### config.mk
export PLATFORM = sky130hd
export DESIGN_NAME = frame_sync_filter_ctrl
export DESIGN_NICKNAME = d
export VERILOG_FILES = /design/src/rtl/filter_ctrl_pkg.sv /design/src/rtl/flag_hysteresis.sv /design/src/rtl/frame_sync_filter_ctrl.sv
export SDC_FILE = /design/constraint.sdc
export NUM_CORES = 1
export LEC_CHECK = 0
export ABC_AREA = 1
export CELL_PAD_IN_SITES_DETAIL_PLACEMENT = 0
export CELL_PAD_IN_SITES_GLOBAL_PLACEMENT = 1
export CORE_MARGIN = 4
export CORE_UTILIZATION = 39
export DETAILED_ROUTE_END_ITERATION = 12
export DONT_BUFFER_PORTS = 1
export PLACE_DENSITY = 0.81
export SLEW_MARGIN = 10
export SYNTH_ARGS = -nofsm -noshare
export SYNTH_HDL_FRONTEND = slang
export SYNTH_SLANG_ARGS = --single-unit
### constraint.sdc
create_clock -name clk -period 1.2 [get_ports clk]
set_clock_uncertainty 0.15 [all_clocks]
set_input_delay 0.12 -clock clk [delete_from_list [all_inputs] [get_ports clk]]
set_output_delay 0.12 -clock clk [all_outputs]
set_load 0.05 [all_outputs]
### src/rtl/filter_ctrl_pkg.sv
// filter_ctrl_pkg
//   Types and constants shared by frame_sync_filter_ctrl and the filter mux.
//   filter_t     : filter selection encoding (COLOUR, BLUR, BRIGHTNESS, EDGES)
//   ctrl_state_t : framing FSM state (GAP, FRAME)
//   FRAME_CNT_W  : width of the completed-frame counter
package filter_ctrl_pkg;

    typedef enum logic [1:0] {
        COLOUR     = 2'd0,
        BLUR       = 2'd1,
        BRIGHTNESS = 2'd2,
        EDGES      = 2'd3
    } filter_t;

    typedef enum logic {
        GAP   = 1'b0,
        FRAME = 1'b1
    } ctrl_state_t;

    localparam int FRAME_CNT_W = 16;

endpackage

### src/rtl/flag_hysteresis.sv
// flag_hysteresis
//   Debounces the audio band flag across frame boundaries. On every commit
//   strobe the raw flag is sampled; the committed flag only follows once the
//   same value has been seen on FLAG_HOLD_FRAMES consecutive boundaries.
// Ports
//   clk, reset : clock, synchronous active-high reset
//   commit     : frame-boundary strobe, one cycle
//   flag_in    : raw flag sampled on commit
//   flag_out   : committed flag (registered)
module flag_hysteresis #(
    parameter int FLAG_HOLD_FRAMES = 2
) (
    input  logic       clk,
    input  logic       reset,
    input  logic       commit,
    input  logic [1:0] flag_in,
    output logic [1:0] flag_out
);

    localparam int               HOLD_W   = $clog2(FLAG_HOLD_FRAMES + 1);
    localparam logic [HOLD_W-1:0] HOLD_MAX = HOLD_W'(FLAG_HOLD_FRAMES);

    logic [1:0]        cand, cand_nxt;
    logic [HOLD_W-1:0] hold, hold_nxt;

    // Hold saturates at the threshold; larger counts carry no extra meaning.
    always_comb begin
        cand_nxt = cand;
        hold_nxt = hold;
        if (flag_in == cand) begin
            if (hold < HOLD_MAX)
                hold_nxt = hold + HOLD_W'(1);
        end else begin
            cand_nxt = flag_in;
            hold_nxt = HOLD_W'(1);
        end
    end

    always_ff @(posedge clk) begin
        if (reset) begin
            cand     <= 2'd0;
            hold     <= '0;
            flag_out <= 2'd0;
        end else if (commit) begin
            cand <= cand_nxt;
            hold <= hold_nxt;
            // Threshold is judged on the count including this boundary.
            if (hold_nxt >= HOLD_MAX)
                flag_out <= cand_nxt;
        end
    end

endmodule

### src/rtl/frame_sync_filter_ctrl.sv
// frame_sync_filter_ctrl
//   Owns the filter mux configuration (filter_num, freq_flag) and only
//   changes it at frame boundaries, i.e. on the edge an eop beat is accepted
//   on the monitored mux input stream. Requests and the audio flag are
//   absorbed at any time and applied at the next boundary.
//   Optional auto-cycle (macro FILTER_AUTO_CYCLE_EN): with auto_mode high the
//   filter advances every FRAMES_PER_STEP completed frames.
// Ports
//   clk, reset                  : clock, synchronous active-high reset
//   req_valid, req_filter       : one-cycle filter change request
//   auto_mode                   : auto-cycle enable (ignored without macro)
//   freq_flag_in                : raw audio band flag
//   mon_valid/ready/sop/eop     : passively observed stream handshake
//   filter_num, freq_flag       : committed configuration
//   in_frame                    : between accepted sop and accepted eop
//   frame_done, proto_err       : one-cycle pulses
//   frame_cnt                   : completed frames, wrapping
module frame_sync_filter_ctrl
    import filter_ctrl_pkg::*;
#(
    parameter int FRAMES_PER_STEP  = 60,
    parameter int FLAG_HOLD_FRAMES = 2
) (
    input  logic                   clk,
    input  logic                   reset,
    input  logic                   req_valid,
    input  logic [1:0]             req_filter,
    input  logic                   auto_mode,
    input  logic [1:0]             freq_flag_in,
    input  logic                   mon_valid,
    input  logic                   mon_ready,
    input  logic                   mon_sop,
    input  logic                   mon_eop,
    output logic [1:0]             filter_num,
    output logic [1:0]             freq_flag,
    output logic                   in_frame,
    output logic                   frame_done,
    output logic                   proto_err,
    output logic [FRAME_CNT_W-1:0] frame_cnt
);

    ctrl_state_t state, state_nxt;
    logic        accept, commit, perr;
    logic        pend_v;
    logic [1:0]  pend_val;
    logic        req_hit;
    logic [1:0]  req_sel;
    logic        auto_step;
    filter_t     filter_q;

    assign accept = mon_valid & mon_ready;

    // A request landing on the commit cycle bypasses the pending register.
    assign req_hit = req_valid | pend_v;
    assign req_sel = req_valid ? req_filter : pend_val;

    // Framing FSM. Violations pulse proto_err and leave the state alone.
    always_ff @(posedge clk) begin
        if (reset) state <= GAP;
        else       state <= state_nxt;
    end

    always_comb begin
        state_nxt = state;
        commit    = 1'b0;
        perr      = 1'b0;
        if (accept) begin
            case (state)
                GAP: begin
                    if (mon_sop && mon_eop) commit = 1'b1;       // one-beat frame
                    else if (mon_sop)       state_nxt = FRAME;
                    else if (mon_eop)       perr = 1'b1;         // stray eop
                end
                FRAME: begin
                    if (mon_sop) perr = 1'b1;                    // nested sop, eop ignored
                    else if (mon_eop) begin
                        commit    = 1'b1;
                        state_nxt = GAP;
                    end
                end
                default: state_nxt = GAP;
            endcase
        end
    end

`ifdef FILTER_AUTO_CYCLE_EN
    localparam int               STEP_W    = $clog2(FRAMES_PER_STEP + 1);
    localparam logic [STEP_W-1:0] STEP_LAST = STEP_W'(FRAMES_PER_STEP - 1);

    logic [STEP_W-1:0] step_cnt;

    assign auto_step = auto_mode && (step_cnt == STEP_LAST);

    // Counts boundaries since the last filter change; any change restarts it.
    always_ff @(posedge clk) begin
        if (reset)
            step_cnt <= '0;
        else if (commit) begin
            if (req_hit || auto_step) step_cnt <= '0;
            else                      step_cnt <= step_cnt + STEP_W'(1);
        end
    end
`else
    logic unused_auto_mode;
    assign unused_auto_mode = auto_mode;
    assign auto_step        = 1'b0;
`endif

    always_ff @(posedge clk) begin
        if (reset) begin
            pend_v     <= 1'b0;
            pend_val   <= 2'd0;
            filter_q   <= COLOUR;
            frame_cnt  <= '0;
            frame_done <= 1'b0;
            proto_err  <= 1'b0;
        end else begin
            frame_done <= commit;
            proto_err  <= perr;
            if (commit) begin
                pend_v    <= 1'b0;
                frame_cnt <= frame_cnt + FRAME_CNT_W'(1);
                if (req_hit)        filter_q <= filter_t'(req_sel);
                else if (auto_step) filter_q <= filter_t'(filter_q + 2'd1);
            end else if (req_valid) begin
                pend_v   <= 1'b1;
                pend_val <= req_filter;
            end
        end
    end

    flag_hysteresis #(
        .FLAG_HOLD_FRAMES (FLAG_HOLD_FRAMES)
    ) u_flag_hyst (
        .clk      (clk),
        .reset    (reset),
        .commit   (commit),
        .flag_in  (freq_flag_in),
        .flag_out (freq_flag)
    );

    assign filter_num = filter_q;
    assign in_frame   = (state == FRAME);

endmodule

==> results of run 1 <==
## worst max-delay path: cells and delay by family (launching register included)
kind                   cells  cell delay (ns)
flip-flops                 1             0.36
AND/OR/NAND/NOR            4             0.56
buffers and inverters      2             0.13
AO/OA/AOI/OAI              1             0.11
## report_power, final
part,internal (mW),total (mW),switching [mW]
Sequential,0.986,0.998,0.0118
Clock,0.398,0.771,0.373
Combinational,0.0951,0.218,0.122
Total,1.48,1.99,0.507
## cells in the final DEF (no fill, tap or decap), types with 3 or more instances in the layout
cell           count
buf_4             38
buf_6             11
buf_8              4
clkbuf_8           5
dfxtp_1           15
dfxtp_2            3
dfxtp_4           12
dlygate4sd3_1      9
inv_1             27
inv_2              3
nand2_1           42
nand2_2            9
nand2_4            4
nand3_1            3
nand3_2            5
nand4_1            4
nor2_1            29
nor2_2             7
nor2_4            10
o21ai_1            7
o21ai_2            4
## cell families after synthesis
group | count (synthesis) | synth area share
and+or+nand+nor | 127 | 0.414
DFF | 30 | 0.397
AOI/OAI and AO/OA | 18 | 0.0686
muxes | 2 | 0.0132
buffers and inverters | 34 | 0.0909
adders and majority gates | 2 | 0.0165
## layout make-up
class	instances	area, µm²
Multi-Input combinational cell	149	967
Clock buffer	6	72.6
Sequential cell	30	649
Clock inverter	2	8.76
Inverter	31	119
Tap cell	48	60.1
Timing Repair Buffer	63	579
Fill cell	317	1260
## repair_timing
item	4_1_cts	5_1_grt
setup buffers	7	3
hold endpoints to repair	17	12
endpoints found under the setup margin	32	33
gates resized for setup	23	33
pin swaps	7	8
hold buffers	6	3
## state kept, by name, indices dropped and copies added, names as in the netlist, 2 cells and up
register,count
frame_cnt,16
filter_num,2
pend_val,2
u_flag_hyst.cand,2
u_flag_hyst.flag_out,2
u_flag_hyst.hold,2
## worst min path at each step
stage / start / endpoint / slack [ns] / cells after the start
2_1_floorplan: reset / frame_cnt[8]$_SDFFE_PP0P_ / 0.03 / 1
3_3_place_gp: reset / frame_cnt[8]$_SDFFE_PP0P_ / 0.03 / 1
3_5_place_dp: reset / frame_cnt[8]$_SDFFE_PP0P_ / 0.03 / 1
4_1_cts: reset / frame_cnt[8]$_SDFFE_PP0P_ / -0.28 / 1
5_1_grt: mon_sop / in_frame$_SDFFE_PP0P_ / -0.12 / 2
6_report: mon_sop / in_frame$_SDFFE_PP0P_ / -0.12 / 2
## routing by layer
metal  up-vias  GRT usage  wire [µm]
li1        800          -          -
met1       706      0.180       1650
met2        31      0.280       2050
met3        11     0.0403        180
met4         0     0.0766        115
met5         -          0          0
==> summary.txt, run 1 <==
Status
  – Outcome: finished, violations left
  – Failing checks: hold timing, setup timing

Timing
  – Final period util: 1.16
  – Hold Vio Cnt, Final: 2
  – Setup ws final: -0.189 ns
  – Period minus WS final: ~1.4 ns
  – Slew headroom: 0.767
  – Setup TNS: -3.79 ns
  – RSZ-0062 raised after global routing: true
  – Peak Freq: 720 MHz
  – Slew Limit Fails: 0
  – Hold slack: -0.122 ns
  – Worst-Margin Slew: ~0.35 ns
  – Final Setup Violations: 29

Die
  – Core area: around 0.0037 mm²
  – Rows: 22
  – Die outline area: a little under 0.005 mm²
  – DIE HEIGHT: between 70 and 80 µm
  – Initial core utilization: 0.407
  – IO Pins: 35
  – Die X-Extent: 70.3 µm

Layout
  – Fin area: ~0.0025 mm²
  – Layout cells sized above 1: 0.463
  – # nets final: around 290
  – Util after Layout: 0.661
  – Area Growth Syn to Fin: 62.2%
  – Fin cells: between 300 and 400
  – ANT cells: 0

Logic synthesis
  – Dominant cell by count in the synthesized netlist: nand2_1
  – Synth area leaders: dfxtp_1 40%, nand2_1 12%, nor2_1 9.4%, inv_1 7.2%, nor2_4 3.0%
  – Synth Cell Area: 0.00151 mm²
  – Area fraction of the dominant cell type after synthesis: 0.397
  – Syn Area/Cell: 7.11 µm²
  – Count of state elements after synthesis: 30
  – Most frequent cells after synthesis: 49 x nand2_1, 38 x nor2_1, 30 x dfxtp_1, 29 x inv_1, 7 x nand2_2
  – Post-synth EDFFs: 0
  – Cell variety after synth: 30
  – Syn Nets: between 200 and 250
  – Post-synth top flop: dfxtp_1
  – Ys async rst share: 0
  – Area leader, netlist: dfxtp_1
  – Cells after Synth: between 200 and 250
  – Seq/Total Area, Yosys: 0.397
  – Ys Warns: 0

Setup path
  – Worst Setup EP: u_flag_hyst.cand[0]$_SDFFE_PP0P_
  – Req. time, crit path: around 1.3 ns
  – Crit-path most repeated cell: nor2_4
  – Worst R2R End: u_flag_hyst.cand[0]$_SDFFE_PP0P_
  – Worst Setup SP: in_frame$_SDFFE_PP0P_
  – Flop-to-flop setup slack: -0.19 ns
  – Worst path max stage delay: roughly 0.36 ns
  – Worst endpoint data arrival time: about 1.5 ns
  – Startpoint class of the critical path: flop
  – CP Capture Type: flop
  – Critical R2R Launch: in_frame$_SDFFE_PP0P_
  – Critical-path top delay cell: dfxtp_4
  – Critical path type: flop to flop
  – Crit-path cells: nand2_4, inv_4, nor2_4, nand2_8, nor2_4, inv_2, o22ai_1
  – Worst Reg-to-Reg Cells: 7
  – CP max FO: 7

Place
  – GPL Wtd Cong: slightly below 0.8
  – DP Area: between 0.0015 and 0.002 mm²
  – Hpwl dp: between 2000 and 3000 µm
  – Buffers on Ports: 0
  – Placed Cells: slightly above 300
  – Pre-CTS setup slack: -0.216 ns

Clock network
  – Clk_lat worst skew: ~0.29 ns
  – H-tree Lvls: 2
  – Clk sinks: 30
  – Clk pin slew, worst setup/hold paths: ~0.060 ns
  – CTS tree: done
  – Root Driver: clkbuf_8
  – CTS max path bufs: 2
  – CTS buffer count: 5

Detailed routing
  – WL/cell: 12.2 µm
  – Initial drt markers: 45
  – DR vias: 1,548
  – # DRC: 0
  – WL final: roughly 4000 µm
  – Vias per cell: roughly 4.7
  – 1st-pass router iterations: 4
  – Antenna Nets Post-Route: 0

Power and ir drop
  – Worst VDD drop: approximately 660 µV
  – P_leak: 1.08 nW
  – PwrDens: ~810 mW/mm²
  – Final Total Pwr: approximately 2.0 mW

Worst hold path
  – Worst Hold Class: input port to flop

GRT
  – Vias in the first global route: ~1,500
  – Initial antenna violation count: 0
  – GRT Resource Usage Total: 0.160
  – Remaining Overflow, GRT: 0
  – Largest net degree at the start of global routing: 13
  – First-pass GRT wire length: 6420 µm

Flow run
  – Max_cap viols: 0
No activity file was read; power rests on OpenSTA's default activity.
==> run 2: changes to the inputs <==
--- a/config.mk
+++ b/config.mk
@@ -12,7 +12,8 @@
 export CORE_UTILIZATION = 39
 export DETAILED_ROUTE_END_ITERATION = 12
 export DONT_BUFFER_PORTS = 1
-export PLACE_DENSITY = 0.81
+export GPL_TIMING_DRIVEN = 0
+export PLACE_DENSITY_LB_ADDON = 0.3
 export SLEW_MARGIN = 10
 export SYNTH_ARGS = -nofsm -noshare
 export SYNTH_HDL_FRONTEND = slang
==> summary.txt, run 2 (synthesized netlist as in run 1, its figures left out) <==
Status
  – Outcome: finished, violations left
  – Failing checks: hold timing, setup timing

GRT
  – Remaining Overflow, GRT: 0 (unchanged)
  – First-pass GRT wire length: 6270 µm (-2.3%)
  – GRT Resource Usage Total: 0.158 (-0.00266)
  – Vias in the first global route: 1,420 (-4.8%)
  – Initial antenna violation count: 0 (unchanged)
  – Largest net degree at the start of global routing: 11 (-2)

Die
  – Die X-Extent: 70.3 µm (unchanged)
  – DIE HEIGHT: 70.3 µm (unchanged)
  – Rows: 22 (unchanged)
  – Die outline area: 0.00494 mm² (unchanged)
  – Initial core utilization: 0.407 (unchanged)
  – IO Pins: 35 (unchanged)
  – Core area: 0.00372 mm² (unchanged)

Layout
  – Max reg flops: 16 (unchanged)
  – Most frequent cells in the layout: 40 x nand2_1, 30 x nor2_1, 26 x inv_1
  – Area Growth Syn to Fin: 48.1%
  – Most common cell after layout, fill and taps aside: nand2_1
  – ANT cells: 0 (unchanged)
  – Layout cells sized above 1: 0.418 (-0.0446)
  – Util after Layout: 0.603 (-0.0576)
  – Most flops, register: frame_cnt
  – Fin area: 0.00224 mm² (-8.7%)
  – # nets final: 257 (-13%)

Detailed routing
  – 1st-pass router iterations: 4 (unchanged)
  – # DRC: 0 (unchanged)
  – Antenna Nets Post-Route: 0 (unchanged)
  – DR vias: 1,418 (-8.4%)
  – Vias per cell: 4.86 (+3.2%)
  – WL/cell: 12.9 µm (+6.3%)
  – Initial drt markers: 43 (-4.4%)
  – WL final: 3770 µm (-5.7%)

Clock network
  – Clk pin slew, worst setup/hold paths: 0.07 ns (about the same)
  – H-tree Lvls: 2 (unchanged)
  – Hold_buf cts: 10 (+4)
  – Clk sinks: 30 (unchanged)
  – Clk_lat worst skew: 0.28 ns (about the same)
  – CTS tree: done
  – CTS buffer count: 5 (unchanged)
  – Root Driver: clkbuf_8
  – CTS max path bufs: 2 (unchanged)

Power and ir drop
  – PwrDens: 1080 mW/mm² (+33%)
  – Worst VDD drop: 830 µV (+25%)
  – P_leak: 0.976 nW (-9.6%)

Timing
  – Worst-Margin Slew: 0.326 ns (-0.0232 ns)
  – Final period util: 1.28 (+0.127)
  – Hold Vio Cnt, Final: 2 (unchanged)
  – Period minus WS final: 1.54 ns (+0.153 ns)
  – Final Setup Violations: 29 (unchanged)
  – RSZ-0062 raised after global routing: true
  – Peak Freq: 649 MHz (-9.9%)
  – Setup TNS: -7.74 ns (-3.95 ns)
  – Slew Limit Fails: 0 (unchanged)
  – Setup ws final: -0.341 ns (-0.153 ns)
  – Hold slack: -0.135 ns (-0.0131 ns)
  – Slew headroom: 0.783 (+0.0158)

Worst hold path
  – Worst Hold Class: input port to flop
  – Hold Crit Start: mon_sop

Setup path
  – CP Capture Type: flop
  – Startpoint class of the critical path: flop
  – Worst Setup SP: in_frame$_SDFFE_PP0P_
  – Critical path type: flop to flop
  – Critical R2R Launch: in_frame$_SDFFE_PP0P_
  – Worst endpoint data arrival time: 1.61 ns (+0.16 ns)
  – CP max FO: 4 (-3)
  – Req. time, crit path: 1.27 ns (about the same)

Place
  – Buffers on Ports: 0 (unchanged)
  – DP Area: 0.00168 mm² (-16%)
  – Hpwl dp: 2540 µm (-0.77%)
  – GPL Wtd Cong: 0.810 (+5.2%)

Flow run
  – Max_cap viols: 0 (unchanged)
## run 2: changes by cell type in the layout (fill, tap and decap cells not counted), moves of 2 or more
cell	before	now
buf_4	38	7
dfxtp_1	15	7
dfxtp_2	3	11
buf_6	11	4
buf_8	4	0
nand3_2	5	1
nand2_4	4	7
nand3_1	3	6
buf_12	1	3
clkbuf_16	0	2
nand2_1	42	40
## run 2: power by group
part	internal (mW)	total (mW)	switching, mW
Combinational	0.0904	0.192	0.101
Clock	0.802	1.20	0.402
Sequential	0.986	1.02	0.0315
## run 2: layout make-up
type / count / area, µm²
sequential: 30 / 659
tap: 48 / 60.1
inverter: 31 / 119
timing repair buffer: 23 / 258
buffer: 3 / 32.5
clock buffer: 7 / 108
clock inverter: 1 / 30.0
multi-input combinational: 149 / 976
fill: 324 / 1470
## run 2: metrics by stage
step	hold WS (ns)	power (mW)	setup WS, ns	cells
4_1_cts	-0.144	2.41	-0.316	287
6_report	-0.135	2.41	-0.341	292
2_1_floorplan	0.0294	1.13	-0.259	213
3_3_place_gp	0.0327	1.15	-0.354	261
5_1_grt	-0.140	2.52	-0.433	292
3_5_place_dp	0.0338	1.15	-0.377	261
## run 2: repair_timing
item | in CTS | in global routing
setup buffers | 8 | 4
endpoints found under the setup margin | 33 | 32
gates cloned | 0 | 1
hold endpoints to repair | 17 | 2
pin swaps | 14 | 15
resized for setup | 31 | 24
## run 2: worst max-delay path, cell delays in order (launching register included)
cell     delay [ns]
dfxtp_4        0.48
nor2_4         0.07
nor2_4         0.13
nand2_4        0.09
buf_6          0.13
nor2_4         0.16
buf_12         0.14
nand2_2        0.04
o21ai_1        0.06
## run 2: worst paths after layout
kind | endpoint | slack [ns] | depth (start not counted)
max | pend_val[1]$_SDFFE_PP0N_ | -0.34 | 8
min | in_frame$_SDFFE_PP0P_ | -0.14 | 2
max reg2reg | pend_val[1]$_SDFFE_PP0N_ | -0.34 | 8
min reg2reg | pend_val[1]$_SDFFE_PP0N_ | 0.32 | 2
## run 2: metal layers
layer / wire length [µm] / share of wire / GRT usage / vias to the layer above
li1: - / - / - / 733
met1: 1600 / 0.42 / 0.172 / 659
met2: 1960 / 0.52 / 0.284 / 22
met3: 171 / 0.045 / 0.0518 / 4
met4: 38 / 0.010 / 0.0511 / 0
met5: 0 / 0 / 0 / -
==> run 3: changes to the inputs <==
--- a/config.mk
+++ b/config.mk
@@ -5,11 +5,10 @@
 export SDC_FILE = /design/constraint.sdc
 export NUM_CORES = 1
 export LEC_CHECK = 0
-export ABC_AREA = 1
 export CELL_PAD_IN_SITES_DETAIL_PLACEMENT = 0
 export CELL_PAD_IN_SITES_GLOBAL_PLACEMENT = 1
 export CORE_MARGIN = 4
-export CORE_UTILIZATION = 39
+export CORE_UTILIZATION = 40
 export DETAILED_ROUTE_END_ITERATION = 12
 export DONT_BUFFER_PORTS = 1
 export GPL_TIMING_DRIVEN = 0
==> summary.txt, run 3 <==
Layout
  – Most common cell after layout, fill and taps aside: nand2_1
  – Multi-input gate area: 852 µm² (-13%)
  – Area Growth Syn to Fin: 43.2%
  – Max reg flops: 16 (unchanged)
  – Most frequent cells in the layout: 13 x nand2_1, 12 x a21oi_1, 12 x dfxtp_4
  – FF+latch area: 659 µm² (unchanged)
  – Fillers: 273 (-16%)
  – Fin cells: 225 (-23%)
  – Fin area: 0.00188 mm² (-16%)
  – Util after Layout: 0.607 (+0.00389)
  – Layout cells sized above 1: 0.398 (-0.0202)
  – ANT cells: 0 (unchanged)
  – # nets final: 194 (-25%)
  – Most flops, register: frame_cnt

Place
  – GPL Wtd Cong: 0.723 (-11%)
  – Hpwl dp: 2230 µm (-12%)
  – Pre-CTS setup slack: -0.775 ns (-0.398 ns)
  – Placed Cells: 198 (-24%)
  – DP Area: 0.00150 mm² (-11%)
  – Buffers on Ports: 0 (unchanged)

Timing
  – Final period util: 1.66 (+0.376)
  – Hold Vio Cnt, Final: 0 (-2)
  – RSZ-0062 raised after global routing: true
  – Peak Freq: 502 MHz (-23%)
  – Slew headroom: 0.569 (-0.214)
  – Setup ws final: -0.792 ns (-0.451 ns)
  – Slew Limit Fails: 0 (unchanged)
  – Final Setup Violations: 28 (-3.4%)
  – Period minus WS final: 1.99 ns (+0.451 ns)
  – Worst-Margin Slew: 0.647 ns (+0.321 ns)
  – Setup TNS: -16.19 ns (-8.45 ns)
  – Hold slack: 0.0105 ns (+0.146 ns)

Setup path
  – Startpoint class of the critical path: flop
  – Worst Reg-to-Reg Cells: 5 (-3)
  – Worst path max stage delay: 0.55 ns (+0.07 ns)
  – Critical-path top delay cell: or4_4
  – CP max FO: 5 (+1)
  – Crit-path cells: nand2_2, or4_4, buf_6, or4_1, a21oi_1
  – WP buf/inv: 1 (-1)
  – Req. time, crit path: 1.31 ns (+0.04 ns)
  – Crit path depth: 5 (-3)
  – Critical path type: flop to flop
  – Worst endpoint data arrival time: 2.10 ns (+0.49 ns)
  – CP Capture Type: flop
  – Largest delay share family, worst path: simple AND/OR/NAND/NOR gates

GRT
  – Largest net degree at the start of global routing: 11 (unchanged)
  – First-pass GRT wire length: 5870 µm (-6.4%)
  – Initial antenna violation count: 0 (unchanged)
  – Vias in the first global route: 1,264 (-11%)
  – GRT Resource Usage Total: 0.180 (+0.0225)
  – Remaining Overflow, GRT: 0 (unchanged)

Logic synthesis
  – Syn Nets: 168 (-26%)
  – Cell variety after synth: 29 (-3.3%)
  – Count of state elements after synthesis: 30 (unchanged)
  – Synth Cell Area: 0.00132 mm² (-13%)
  – Ys async rst share: 0 (unchanged)
  – Area fraction of the dominant cell type after synthesis: 0.456 (+0.0596)
  – Dominant cell by count in the synthesized netlist: dfxtp_1
  – Cells after Synth: 154 (-28%)
  – Post-synth EDFFs: 0 (unchanged)
  – Ys Warns: 0 (unchanged)
  – Seq/Total Area, Yosys: 0.456 (+0.0596)
  – Syn Area/Cell: 8.55 µm² (+20%)
  – Post-synth top flop: dfxtp_1
  – Synth area leaders: dfxtp_1 46%, a21oi_1 6.5%, xnor2_1 5.3%, or3_1 4.8%, nand2_1 4.3%
  – Area leader, netlist: dfxtp_1
  – Most frequent cells after synthesis: 30 x dfxtp_1, 17 x a21oi_1, 15 x nand2_1, 12 x nor2_1, 10 x or3_1

Die
  – Die X-Extent: 65.4 µm (-7.0%)
  – IO Pins: 35 (unchanged)
  – Initial core utilization: 0.424 (+0.0168)
  – Rows: 20 (-9.1%)
  – DIE HEIGHT: 65.4 µm (-7.0%)
  – Die outline area: 0.00427 mm² (-14%)
  – Core area: 0.00310 mm² (-16%)

Detailed routing
  – WL/cell: 15.7 µm (+22%)
  – 1st-pass router iterations: 4 (unchanged)
  – WL final: 3540 µm (-6.3%)
  – DR vias: 1,207 (-15%)
  – # DRC: 0 (unchanged)
  – Initial drt markers: 49 (+14%)
  – Vias per cell: 5.36 (+10%)
  – Antenna Nets Post-Route: 0 (unchanged)

Clock network
  – Root Driver: clkbuf_4
  – Clk sinks: 30 (unchanged)
  – Clk pin slew, worst setup/hold paths: 0.11 ns (+0.04 ns)
  – CTS max path bufs: 2 (unchanged)
  – H-tree Lvls: 2 (unchanged)
  – CTS tree: done
  – CTS buffer count: 5 (unchanged)
  – Clk_lat worst skew: 0.33 ns (+0.05 ns)

Flow run
  – Max_cap viols: 0 (unchanged)

Power and ir drop
  – PwrDens: 969 mW/mm² (-10%)
  – Final Total Pwr: 1.83 mW (-24%)
  – Worst VDD drop: 474 µV (-43%)
  – P_leak: 0.617 nW (-37%)

Status
  – Failing checks: setup timing
  – Outcome: finished, violations left

Worst hold path
  – Worst hold stages: 4 (+2)
  – Worst Hold Class: input port to flop
[run 3: changes by cell type after synthesis, moves of 4 or more]
cell      change
a21oi_1      +14
clkbuf_1      +5
inv_1        -25
nand2_1      -34
nand2_2       -7
nand2b_1      +4
nor2_1       -26
nor2_2        -4
nor2_4        -4
o21ai_0       +5
o21ai_1       -6
or3_1        +10
xnor2_1       +8
[run 3: per-layer routing]
metal / routed length (µm) / track usage
met1: 1480 / 0.201
met2: 1770 / 0.305
met3: 232 / 0.0632
met4: 47 / 0.0855
met5: 0 / 0
[run 3: final timing paths]
check	endpoint	startpoint	slack, ns
hold / removal	u_flag_hyst.flag_out[1]$_SDFFE_PP0P_	freq_flag_in[1]	0.01
hold reg to reg	u_flag_hyst.hold[1]$_SDFFE_PP0P_	u_flag_hyst.hold[1]$_SDFFE_PP0P_	0.32
setup reg to reg	frame_cnt[15]$_SDFFE_PP0P_	frame_cnt[1]$_SDFFE_PP0P_	-0.79
setup / recovery	frame_cnt[15]$_SDFFE_PP0P_	frame_cnt[1]$_SDFFE_PP0P_	-0.79
[run 3: cell type report]
cell class / count / share of cell area
Tap cell: 44 / 0.0292
Timing Repair Buffer: 19 / 0.0989
Inverter: 4 / 0.00797
Clock buffer: 6 / 0.0219
Buffer: 7 / 0.0345
Sequential cell: 30 / 0.350
Clock inverter: 2 / 0.00531
Multi-Input combinational cell: 113 / 0.452
[run 3: kinds of logic after synthesis]
family / synth area share
flip-flops: 0.456
AND/OR/NAND/NOR: 0.264
buffers and inverters: 0.0371
multiplexers: 0.0304
adder cells (fa/ha/maj): 0.0190
XOR/XNOR: 0.0599
AO/OA/AOI/OAI: 0.133
[run 3: worst min-delay path: stages]
cell and delay (ns):
xnor2_1 0.04, nand2_1 0.13, nor3_4 0.07, mux2i_1 0.10
[run 3: power breakdown]
part           leakage [nW]  switching [mW]  internal, mW
clock                0.0320           0.359         0.223
combinational         0.327           0.110         0.107
sequential            0.258          0.0392         0.988
total                 0.617           0.509          1.32
[run 3: what timing repair did]
action                                  CTS  global route
resized for setup                        23            18
endpoints found under the setup margin   36            30
hold buffers                              9             0
gates cloned                              1             0
buffers inserted                          8             1
pin swaps                                12             8
hold endpoints to repair                 10             0
